File: config.mk
export PLATFORM = sky130hd
export DESIGN_NAME = cross_bar_resp_flat
export DESIGN_NICKNAME = d
export VERILOG_FILES = /design/src/rtl/cross_bar_resp_if.sv /design/src/rtl/cross_bar_resp.sv /design/src/flat_wrapper.sv
export SDC_FILE = /design/constraint.sdc
export NUM_CORES = 2
export LEC_CHECK = 0
export CORE_AREA = 2 2 437 439
export DETAILED_ROUTE_END_ITERATION = 10
export DIE_AREA = 0 0 439 441
export PLACE_DENSITY = 0.59
export SLEW_MARGIN = 10
export SYNTH_ARGS = -nofsm -noshare
export SYNTH_HDL_FRONTEND = slang
export SYNTH_SLANG_ARGS = --single-unit
File: constraint.sdc
create_clock -name clk_i -period 11.54 [get_ports clk_i]
set_clock_uncertainty 0.1 [all_clocks]
set_input_delay 1.154 -clock clk_i [delete_from_list [all_inputs] [get_ports clk_i]]
set_output_delay 1.154 -clock clk_i [all_outputs]
set_load 0.03 [all_outputs]
File: src/rtl/cross_bar_resp_if.sv
// Bank-side and channel-side response buses of the mcash response crossbar.
// master = environment (banks + channels), slave = the crossbar itself.
interface cross_bar_resp_if #(
    parameter int DATA_W = 128
);
    logic [3:0]          bank_resp_valid_i;
    logic [3:0]          bank_resp_allowIn_o;
    logic [7:0]          bank_resp_ch_id_i;
    logic [7:0]          bank_resp_opcode_i;
    logic [111:0]        bank_resp_addr_i;
    logic [4*DATA_W-1:0] bank_resp_data_i;

    logic [2:0]          ch_resp_valid_o;
    logic [2:0]          ch_resp_allowIn_i;
    logic [5:0]          ch_resp_bank_id_o;
    logic [5:0]          ch_resp_opcode_o;
    logic [83:0]         ch_resp_addr_o;
    logic [3*DATA_W-1:0] ch_resp_data_o;

    logic                err_o;

    modport master (
        output bank_resp_valid_i, bank_resp_ch_id_i, bank_resp_opcode_i,
               bank_resp_addr_i, bank_resp_data_i, ch_resp_allowIn_i,
        input  bank_resp_allowIn_o, ch_resp_valid_o, ch_resp_bank_id_o,
               ch_resp_opcode_o, ch_resp_addr_o, ch_resp_data_o, err_o
    );

    modport slave (
        input  bank_resp_valid_i, bank_resp_ch_id_i, bank_resp_opcode_i,
               bank_resp_addr_i, bank_resp_data_i, ch_resp_allowIn_i,
        output bank_resp_allowIn_o, ch_resp_valid_o, ch_resp_bank_id_o,
               ch_resp_opcode_o, ch_resp_addr_o, ch_resp_data_o, err_o
    );
endinterface

File: src/rtl/cross_bar_resp.sv
// Response crossbar: 4 bank FIFOs feeding 3 channels through per-channel round-robin arbiters.
// Optional same-cycle FIFO bypass for empty banks is enabled with `define XBAR_RESP_BYPASS_EN.
module cross_bar_resp #(
    parameter int DATA_W = 128,
    parameter int DEPTH  = 2
) (
    input  logic            clk_i,
    input  logic            rst_i,
    cross_bar_resp_if.slave bus
);
    localparam int PW = (DEPTH > 1) ? $clog2(DEPTH) : 1;
    localparam int EW = 32 + DATA_W;

    typedef logic [PW:0] cnt_t;
    localparam cnt_t FULL_CNT = cnt_t'(DEPTH);

    typedef enum logic {
        ARB_OPEN,
        ARB_HELD
    } arb_state_t;

    // Entry layout: {ch_id[1:0], opcode[1:0], addr[27:0], data}
    logic [EW-1:0] mem        [4][DEPTH];
    logic [PW-1:0] rd_ptr     [4];
    logic [PW-1:0] wr_ptr     [4];
    cnt_t          count      [4];
    logic [EW-1:0] in_entry   [4];
    logic [EW-1:0] head_entry [4];
    logic [EW-1:0] eff_entry  [4];
    logic [3:0]    eff_valid;
    logic [3:0]    not_empty;
    logic [3:0]    can_push;
    logic [3:0]    illegal_head;
    logic [3:0]    hs_pop;
    logic [3:0]    fifo_pop;
    logic [3:0]    fifo_push;

    logic [1:0]    rr_ptr        [3];
    logic [1:0]    lock_bank     [3];
    arb_state_t    arb_state     [3];
    arb_state_t    arb_state_nxt [3];
    logic [3:0]    req           [3];
    logic [1:0]    gnt           [3];
    logic [2:0]    gnt_valid;
    logic [2:0]    hs;
    logic          err_q;

    // Per-bank view of what can be offered to the channels this cycle.
    always_comb begin
        for (int b = 0; b < 4; b++) begin
            in_entry[b]     = {bus.bank_resp_ch_id_i[2*b +: 2], bus.bank_resp_opcode_i[2*b +: 2],
                               bus.bank_resp_addr_i[28*b +: 28], bus.bank_resp_data_i[DATA_W*b +: DATA_W]};
            head_entry[b]   = mem[b][rd_ptr[b]];
            not_empty[b]    = (count[b] != '0);
            can_push[b]     = (count[b] != FULL_CNT);
            illegal_head[b] = not_empty[b] && (head_entry[b][EW-1 -: 2] == 2'd3);
`ifdef XBAR_RESP_BYPASS_EN
            eff_entry[b]    = not_empty[b] ? head_entry[b] : in_entry[b];
            eff_valid[b]    = not_empty[b] ? !illegal_head[b]
                                           : (bus.bank_resp_valid_i[b] && (in_entry[b][EW-1 -: 2] != 2'd3));
`else
            eff_entry[b]    = head_entry[b];
            eff_valid[b]    = not_empty[b] && !illegal_head[b];
`endif
        end
    end

    // A held channel keeps its previous grant; an open one searches upward from rr_ptr.
    always_comb begin
        for (int c = 0; c < 3; c++) begin
            for (int b = 0; b < 4; b++) begin
                req[c][b] = eff_valid[b] && (eff_entry[b][EW-1 -: 2] == 2'(c));
            end
            gnt_valid[c] = |req[c];
            gnt[c]       = lock_bank[c];
            if (arb_state[c] == ARB_OPEN) begin
                gnt[c] = rr_ptr[c];
                for (int k = 3; k >= 0; k--) begin
                    if (req[c][2'(rr_ptr[c] + 2'(k))]) begin
                        gnt[c] = 2'(rr_ptr[c] + 2'(k));
                    end
                end
            end
            hs[c]            = gnt_valid[c] && bus.ch_resp_allowIn_i[c];
            arb_state_nxt[c] = (gnt_valid[c] && !bus.ch_resp_allowIn_i[c]) ? ARB_HELD : ARB_OPEN;
        end
    end

    // Illegal heads drain on their own; a bypassed response is consumed without a write.
    always_comb begin
        for (int b = 0; b < 4; b++) begin
            hs_pop[b] = 1'b0;
            for (int c = 0; c < 3; c++) begin
                if (hs[c] && (gnt[c] == 2'(b))) begin
                    hs_pop[b] = 1'b1;
                end
            end
            fifo_pop[b]  = not_empty[b] && (hs_pop[b] || illegal_head[b]);
            fifo_push[b] = bus.bank_resp_valid_i[b] && can_push[b];
`ifdef XBAR_RESP_BYPASS_EN
            if (!not_empty[b] && hs_pop[b]) begin
                fifo_push[b] = 1'b0;
            end
`endif
        end
    end

    always_comb begin
        bus.ch_resp_valid_o     = '0;
        bus.ch_resp_bank_id_o   = '0;
        bus.ch_resp_opcode_o    = '0;
        bus.ch_resp_addr_o      = '0;
        bus.ch_resp_data_o      = '0;
        bus.bank_resp_allowIn_o = can_push;
        bus.err_o               = err_q;
        for (int c = 0; c < 3; c++) begin
            bus.ch_resp_valid_o[c] = gnt_valid[c];
            if (gnt_valid[c]) begin
                bus.ch_resp_bank_id_o[2*c +: 2]       = gnt[c];
                bus.ch_resp_opcode_o[2*c +: 2]        = eff_entry[gnt[c]][EW-3 -: 2];
                bus.ch_resp_addr_o[28*c +: 28]        = eff_entry[gnt[c]][EW-5 -: 28];
                bus.ch_resp_data_o[DATA_W*c +: DATA_W] = eff_entry[gnt[c]][DATA_W-1:0];
            end
        end
    end

    always_ff @(posedge clk_i) begin
        if (!rst_i) begin
            for (int b = 0; b < 4; b++) begin
                rd_ptr[b] <= '0;
                wr_ptr[b] <= '0;
                count[b]  <= '0;
            end
            for (int c = 0; c < 3; c++) begin
                rr_ptr[c]    <= '0;
                lock_bank[c] <= '0;
                arb_state[c] <= ARB_OPEN;
            end
            err_q <= 1'b0;
        end else begin
            for (int b = 0; b < 4; b++) begin
                if (fifo_push[b]) wr_ptr[b] <= wr_ptr[b] + 1'b1;
                if (fifo_pop[b])  rd_ptr[b] <= rd_ptr[b] + 1'b1;
                count[b] <= count[b] + cnt_t'(fifo_push[b]) - cnt_t'(fifo_pop[b]);
            end
            for (int c = 0; c < 3; c++) begin
                arb_state[c] <= arb_state_nxt[c];
                lock_bank[c] <= gnt[c];
                if (hs[c]) rr_ptr[c] <= gnt[c] + 2'd1;
            end
            err_q <= err_q | (|illegal_head);
        end
    end

    // Storage needs no reset: only entries below count are ever presented.
    always_ff @(posedge clk_i) begin
        for (int b = 0; b < 4; b++) begin
            if (fifo_push[b]) mem[b][wr_ptr[b]] <= in_entry[b];
        end
    end
endmodule

File: src/flat_wrapper.sv
// flat-port wrapper written by rule: the top's interface ports become plain ports
module cross_bar_resp_flat 
#(
    parameter int DATA_W = 128,
    parameter int DEPTH  = 2
)
  (clk_i, rst_i, bus_bank_resp_valid_i, bus_bank_resp_ch_id_i, bus_bank_resp_opcode_i, bus_bank_resp_addr_i, bus_bank_resp_data_i, bus_ch_resp_allowIn_i, bus_bank_resp_allowIn_o, bus_ch_resp_valid_o, bus_ch_resp_bank_id_o, bus_ch_resp_opcode_o, bus_ch_resp_addr_o, bus_ch_resp_data_o, bus_err_o);
  cross_bar_resp_if #(.DATA_W(DATA_W)) bus_i ();
  input  logic clk_i;
  input  logic rst_i;
  input wire logic [$bits(bus_i.bank_resp_valid_i)-1:0] bus_bank_resp_valid_i;
  input wire logic [$bits(bus_i.bank_resp_ch_id_i)-1:0] bus_bank_resp_ch_id_i;
  input wire logic [$bits(bus_i.bank_resp_opcode_i)-1:0] bus_bank_resp_opcode_i;
  input wire logic [$bits(bus_i.bank_resp_addr_i)-1:0] bus_bank_resp_addr_i;
  input wire logic [$bits(bus_i.bank_resp_data_i)-1:0] bus_bank_resp_data_i;
  input wire logic [$bits(bus_i.ch_resp_allowIn_i)-1:0] bus_ch_resp_allowIn_i;
  output wire logic [$bits(bus_i.bank_resp_allowIn_o)-1:0] bus_bank_resp_allowIn_o;
  output wire logic [$bits(bus_i.ch_resp_valid_o)-1:0] bus_ch_resp_valid_o;
  output wire logic [$bits(bus_i.ch_resp_bank_id_o)-1:0] bus_ch_resp_bank_id_o;
  output wire logic [$bits(bus_i.ch_resp_opcode_o)-1:0] bus_ch_resp_opcode_o;
  output wire logic [$bits(bus_i.ch_resp_addr_o)-1:0] bus_ch_resp_addr_o;
  output wire logic [$bits(bus_i.ch_resp_data_o)-1:0] bus_ch_resp_data_o;
  output wire logic [$bits(bus_i.err_o)-1:0] bus_err_o;
  assign bus_i.bank_resp_valid_i = bus_bank_resp_valid_i;
  assign bus_i.bank_resp_ch_id_i = bus_bank_resp_ch_id_i;
  assign bus_i.bank_resp_opcode_i = bus_bank_resp_opcode_i;
  assign bus_i.bank_resp_addr_i = bus_bank_resp_addr_i;
  assign bus_i.bank_resp_data_i = bus_bank_resp_data_i;
  assign bus_i.ch_resp_allowIn_i = bus_ch_resp_allowIn_i;
  assign bus_bank_resp_allowIn_o = bus_i.bank_resp_allowIn_o;
  assign bus_ch_resp_valid_o = bus_i.ch_resp_valid_o;
  assign bus_ch_resp_bank_id_o = bus_i.ch_resp_bank_id_o;
  assign bus_ch_resp_opcode_o = bus_i.ch_resp_opcode_o;
  assign bus_ch_resp_addr_o = bus_i.ch_resp_addr_o;
  assign bus_ch_resp_data_o = bus_i.ch_resp_data_o;
  assign bus_err_o = bus_i.err_o;
  cross_bar_resp #(.DATA_W(DATA_W), .DEPTH(DEPTH)) u_core (.clk_i(clk_i), .rst_i(rst_i), .bus(bus_i));
endmodule
# == Word-level counts from Yosys, hierarchy flattened ==
# Memory sizes are Yosys's and may differ from the RTL's.
# Index checks and enable logic that the tools add are counted.
# word_totals
ff_bits,1
mem_bits_rw,1311
inputBits,649
output_inout_bits,488
word_cells,352
memories,7
# op_classes
n_addsub,28
n_lt_le_gt_ge,27
n_eq_ne,25
muxes,155
n_bitwise,33
n_reduce_logical,76
# mem_list
name,words,width,rd,rd_clocked_by_memory_dff,write_ports,line_no,rtl
u_core.mem,4,320,4,0,4,cross_bar_resp.sv:23,logic [EW-1:0] mem [4][DEPTH];
u_core.count,4,2,4,0,4,cross_bar_resp.sv:26,cnt_t count [4];
u_core.lock_bank,3,2,3,0,3,cross_bar_resp.sv:39,logic [1:0] lock_bank [3];
u_core.rr_ptr,3,2,3,0,3,cross_bar_resp.sv:38,logic [1:0] rr_ptr [3];
u_core.rd_ptr,4,1,4,0,4,cross_bar_resp.sv:24,logic [PW-1:0] rd_ptr [4];
u_core.wr_ptr,4,1,4,0,4,cross_bar_resp.sv:25,logic [PW-1:0] wr_ptr [4];
+1 memories,n/a,n/a,n/a,n/a,n/a,n/a,
# op_table
cell,n
$mux W160,16
$mux W320,4
$bmux W160 S2,3
$mux W158,6
$demux W160 S1,4
$mux W128,3
$mux W28,3
$mux W1,73
$mux W2,31
$logic_and A1 B1 Y1,50
$lt A2 B3 Y1 const B,12
$eq A2 B2 Y1 const B,14
$bmux W1 S2,12
$or A1 B1 Y1,22
$ge A2 B2 Y1 const B,8
$not A1 Y2,8
$reduce_or A4 Y1,4
$eq A2 B1 Y1 const B,7
$logic_not A2 Y1,7
$add A2 B1 Y2 const B,6
$add A2 B2 Y2 const B,6
$ge A3 B3 Y1 const B,3
$not A2 Y3,3
$add A1 B1 Y1 const B,8
7 further kinds,31

# == Depth between registers and ports, before layout ==
# An unclocked memory read counts as a cell.
# logic_depth
depth_word,28
mapped_depth,17
mapped_depth_nobuf,14

# == Least setup slack after synthesis ==
# Ideal clock, no wire load.
# synth_timing
path_kind,input port to flip-flop
from,input port bus_bank_resp_valid_i[3]
to,memory u_core.wr_ptr[3] (netlist name) (data pin)
setup_time_ns,0.182
arrival_ns,8.441
t_required_ns,11.258
path_slack_ns,2.817
cell_stages,3
path_buffers,0
path_cell_list,nand2_1 > nor2_1 > and2_1
# synth_rtl
item,line_no,rtl
from (decl),flat_wrapper.sv:11,input wire logic [$bits(bus_i.bank_resp_valid_i)-1:0] bus_bank_resp_valid_i;
to (decl),cross_bar_resp.sv:25,

==> results.md <==
* Status: finished, final reports clean
* Max H-tree Level at 4
* IO buf count at 1136
* Core area at 189000 um^2
* Required @ worst endpoint at 10290 ps
* CTS tree: yes
* Hold buffers post-CTS at 0
* Final core occ at 42.7%
* Critical Path, Cell by Cell: buf_4, buf_4, mux2i_1, nor3_1, o311ai_1, nand3_4, buf_12, buf_4, nand2_1, o211ai_1, a21oi_1, clkdlybuf4s50_1
* Share of cells above drive strength 1 at 8.41%
* Die area at 194000 um^2
* Crit. End Element: primary output
* Yosys reg bits at 1312
* CP Buf/Inv Count at 5
* Warnings, synthesis at 0
* Non-filler cells, final at 8830
* Most frequent cells in the layout: 1291 x edfxtp_1, 1136 x clkdlybuf4s50_1, 1133 x nand2_1, 479 x mux2i_1, 479 x a21oi_1
* Max_slew headroom at 1.84%
* CP max-delay cell: nand3_4
* Mapped cell area at 62100 um^2
* Total GRT Usage at 27.5%
* DRC at 0
* VDD IR max at 0.322 mV
* Clock Sink Count at 1312
* Post-CTS Setup Bufs at 0
* Critical Path Source Type: flop
* Most common cell after layout, fill and taps aside: edfxtp_1
* WL final at 278000 um
* Post-Synthesis Cells at 5142
* I/O pins at 1137
* CP peak stage delay at 810 ps
* Net Count, Synth at 5797
* Initial antenna violation count at 126
* Worst setup path start: u_core.rd_ptr[0][2]
* Worst Max-Slew Pin Slew at 1430 ps
* Top_reg_cell synth: edfxtp_1
* DP Wirelength at 183000 um
* Vias in the first global route at 47900
* Distinct cell type count after synthesis at 76
* Count of filler cells inserted in the layout at 17600
* Syn-to-layout area delta at 30.1%
* Max FO, Critical Path at 137
* Hold_sp: u_core.bus.err_o
* DR pass1 iterations at 7
* Seq/Total Area, Yosys at 63.1%
* Worst r2r src: u_core.rd_ptr[0][2]
* Routed wire per std cell at 31.5 um
* Fmax achieved at 122 MHz
* Area occupied by multi-input gates at 21100 um^2
* Gr ovfl total at 0
* Storage element area at 39200 um^2
* Largest net degree at the start of global routing at 152
* Top cell type's share of synthesized area at 62.5%
* Final setup viols at 0
* Tmin final at 8200 ps
* Post-route clock period utilization at 71.1%
* Total CTS buffers at 152
* Chip width at 439 um
* Unrepaired setup endpoints after global routing: no
* Yosys top cell by area: edfxtp_1
* FFs w/ async S/R, synth at 0%
* Lkg Pwr at 27.3 nW
* Cts repair resizes at 0
* Die height at 441 um
* Post-synth EDFFs at 1291
* Post-route ant nets at 0
* Setup TNS at 0 ps
* Clock root cell: clkbuf_16
* Post-Syn Area per Cell at 12.1 um^2
* Synth area leaders: edfxtp_1 62%, mux2i_1 7.7%, nand2_1 6.9%
* Cell Pwr Density at 354 nW/um^2
* Clk slew on worst S/H paths at 60 ps
* Critical setup path kind: reg -> out
* Placer Congestion at 0.953
* Initial core utilization at 32.8%
* Min-Delay Path Class: reg -> reg
* Via/cell ratio at 5.74
* Nets at 6754
* Clock latency on the worst-skew pair at 800 ps
* Most frequent CP cell: buf_4
* WP data arrival at 6950 ps
* Max Cap Viol at 0
* Max-slew violations at 0
* Drt first-iter violations at 6507
* Cell row count at 160
* DR vias at 50700
* First-pass GRT wire length at 378000 um
* Placed Cells at 8456
* Final hold viol count at 0
* Clock Path Buffers at 3
* CP delay by family, top: buffers and inverters
## area by class of cell
class	instances	share of cell area (%)
sequential	1312	48.5
multi-input combinational	3382	26.1
timing repair buffer	1232	15.2
clock buffer	186	5.00
tap	2511	3.89
clock inverter	89	0.837
antenna	99	0.307
inverter	19	0.0883
## power breakdown
group          switching [mW]  total (mW)  leakage (nW)  internal [mW]
sequential              0.174        6.21          12.3           6.04
combinational            12.4        17.7          12.7           5.31
clock                    2.03        4.68          2.33           2.64
total                    14.6        28.6          27.3           14.0
## worst register-to-register path, cell delays in order, from the launching register on
cell and delay [ps]:
edfxtp_1 340, buf_4 390, buf_4 690, mux2_4 410, nor3_4 70, nor4_4 380
buf_4 520, buf_4 780, inv_1 440, nand2_1 350, nor3_1 90, nor3_1 380
nor2_1 90, ha_1 300, inv_1 40, ha_1 190, xnor2_1 130, xnor2_1 120
and2_1 150
## sequential cells by signal (all words and copies together), names as in the netlist
| name | flops |
|---|---|
| u_core.bus.err_o | 1 |
| u_core.wr_ptr | 4 |
| u_core.mem | 1280 |
| u_core.rd_ptr | 4 |
| u_core.rr_ptr | 6 |
| u_core.lock_bank | 6 |
| u_core.count | 8 |
| u_core.arb_state | 3 |
## through the flow
step	area [um^2]	setup WS (ps)	total power [mW]	hold WS (ps)
3_3_place_gp	75800	4500	23.6	376
2_1_floorplan	62100	2820	16.4	425
5_1_grt	80700	3160	29.5	430
4_1_cts	80500	3530	28.4	411
3_5_place_dp	75800	4430	23.6	397
6_report	80800	3340	28.6	411
## synthesized netlist by cell type, types with 4 or more instances
| cell | instances |
|---|---|
| xnor2_1 | 4 |
| buf_1 | 48 |
| nand2_1 | 1133 |
| buf_4 | 14 |
| o21ai_1 | 100 |
| and2_1 | 19 |
| a221o_1 | 158 |
| and3_1 | 9 |
| o211ai_1 | 318 |
| clkbuf_1 | 289 |
| nand3_1 | 325 |
| inv_1 | 19 |
| a21oi_1 | 479 |
| nor2_1 | 25 |
| mux2i_1 | 479 |
| edfxtp_1 | 1291 |
| o21a_1 | 5 |
| mux2_2 | 160 |
| nor3b_1 | 5 |
| buf_6 | 14 |
| dfxtp_1 | 21 |
| buf_2 | 64 |
| ha_1 | 6 |
| o21ai_0 | 62 |
| nand3b_1 | 8 |
| or2_2 | 4 |
| o22ai_1 | 4 |
| nor3_1 | 8 |
## path summary, 6_finish.rpt
kind                                  end  slack [ps]  depth (start not counted)
setup / recovery  bus_ch_resp_data_o[312]        3340                         12
hold / removal           u_core.bus.err_o         410                          1
setup reg to reg       u_core.count[0][1]        5470                         18
hold reg to reg          u_core.bus.err_o         410                          1
## per-layer routing
layer / vias up / part of all wire (%) / GRT usage (%)
li1: 21500 / - / -
met1: 24900 / 37 / 33.2
met2: 3443 / 46 / 42.8
met3: 765 / 10 / 7.44
met4: 48 / 6.9 / 19.0
met5: - / 0.11 / 0
## kinds of logic (layout without fill, tap and decap cells)
family          after synthesis  in the layout  synth area share, %
mux                         643            643                 10.7
other cells                   0             99                    0
fa+ha+maj                     6              6                0.121
simple gates               1562           1562                 10.6
compound gates             1167           1167                 12.3
flops                      1312           1312                 63.1
xor+xnor                      4              4               0.0564
buf+inv                     448           1526                 3.09
(Power assumes the default switching activity.)
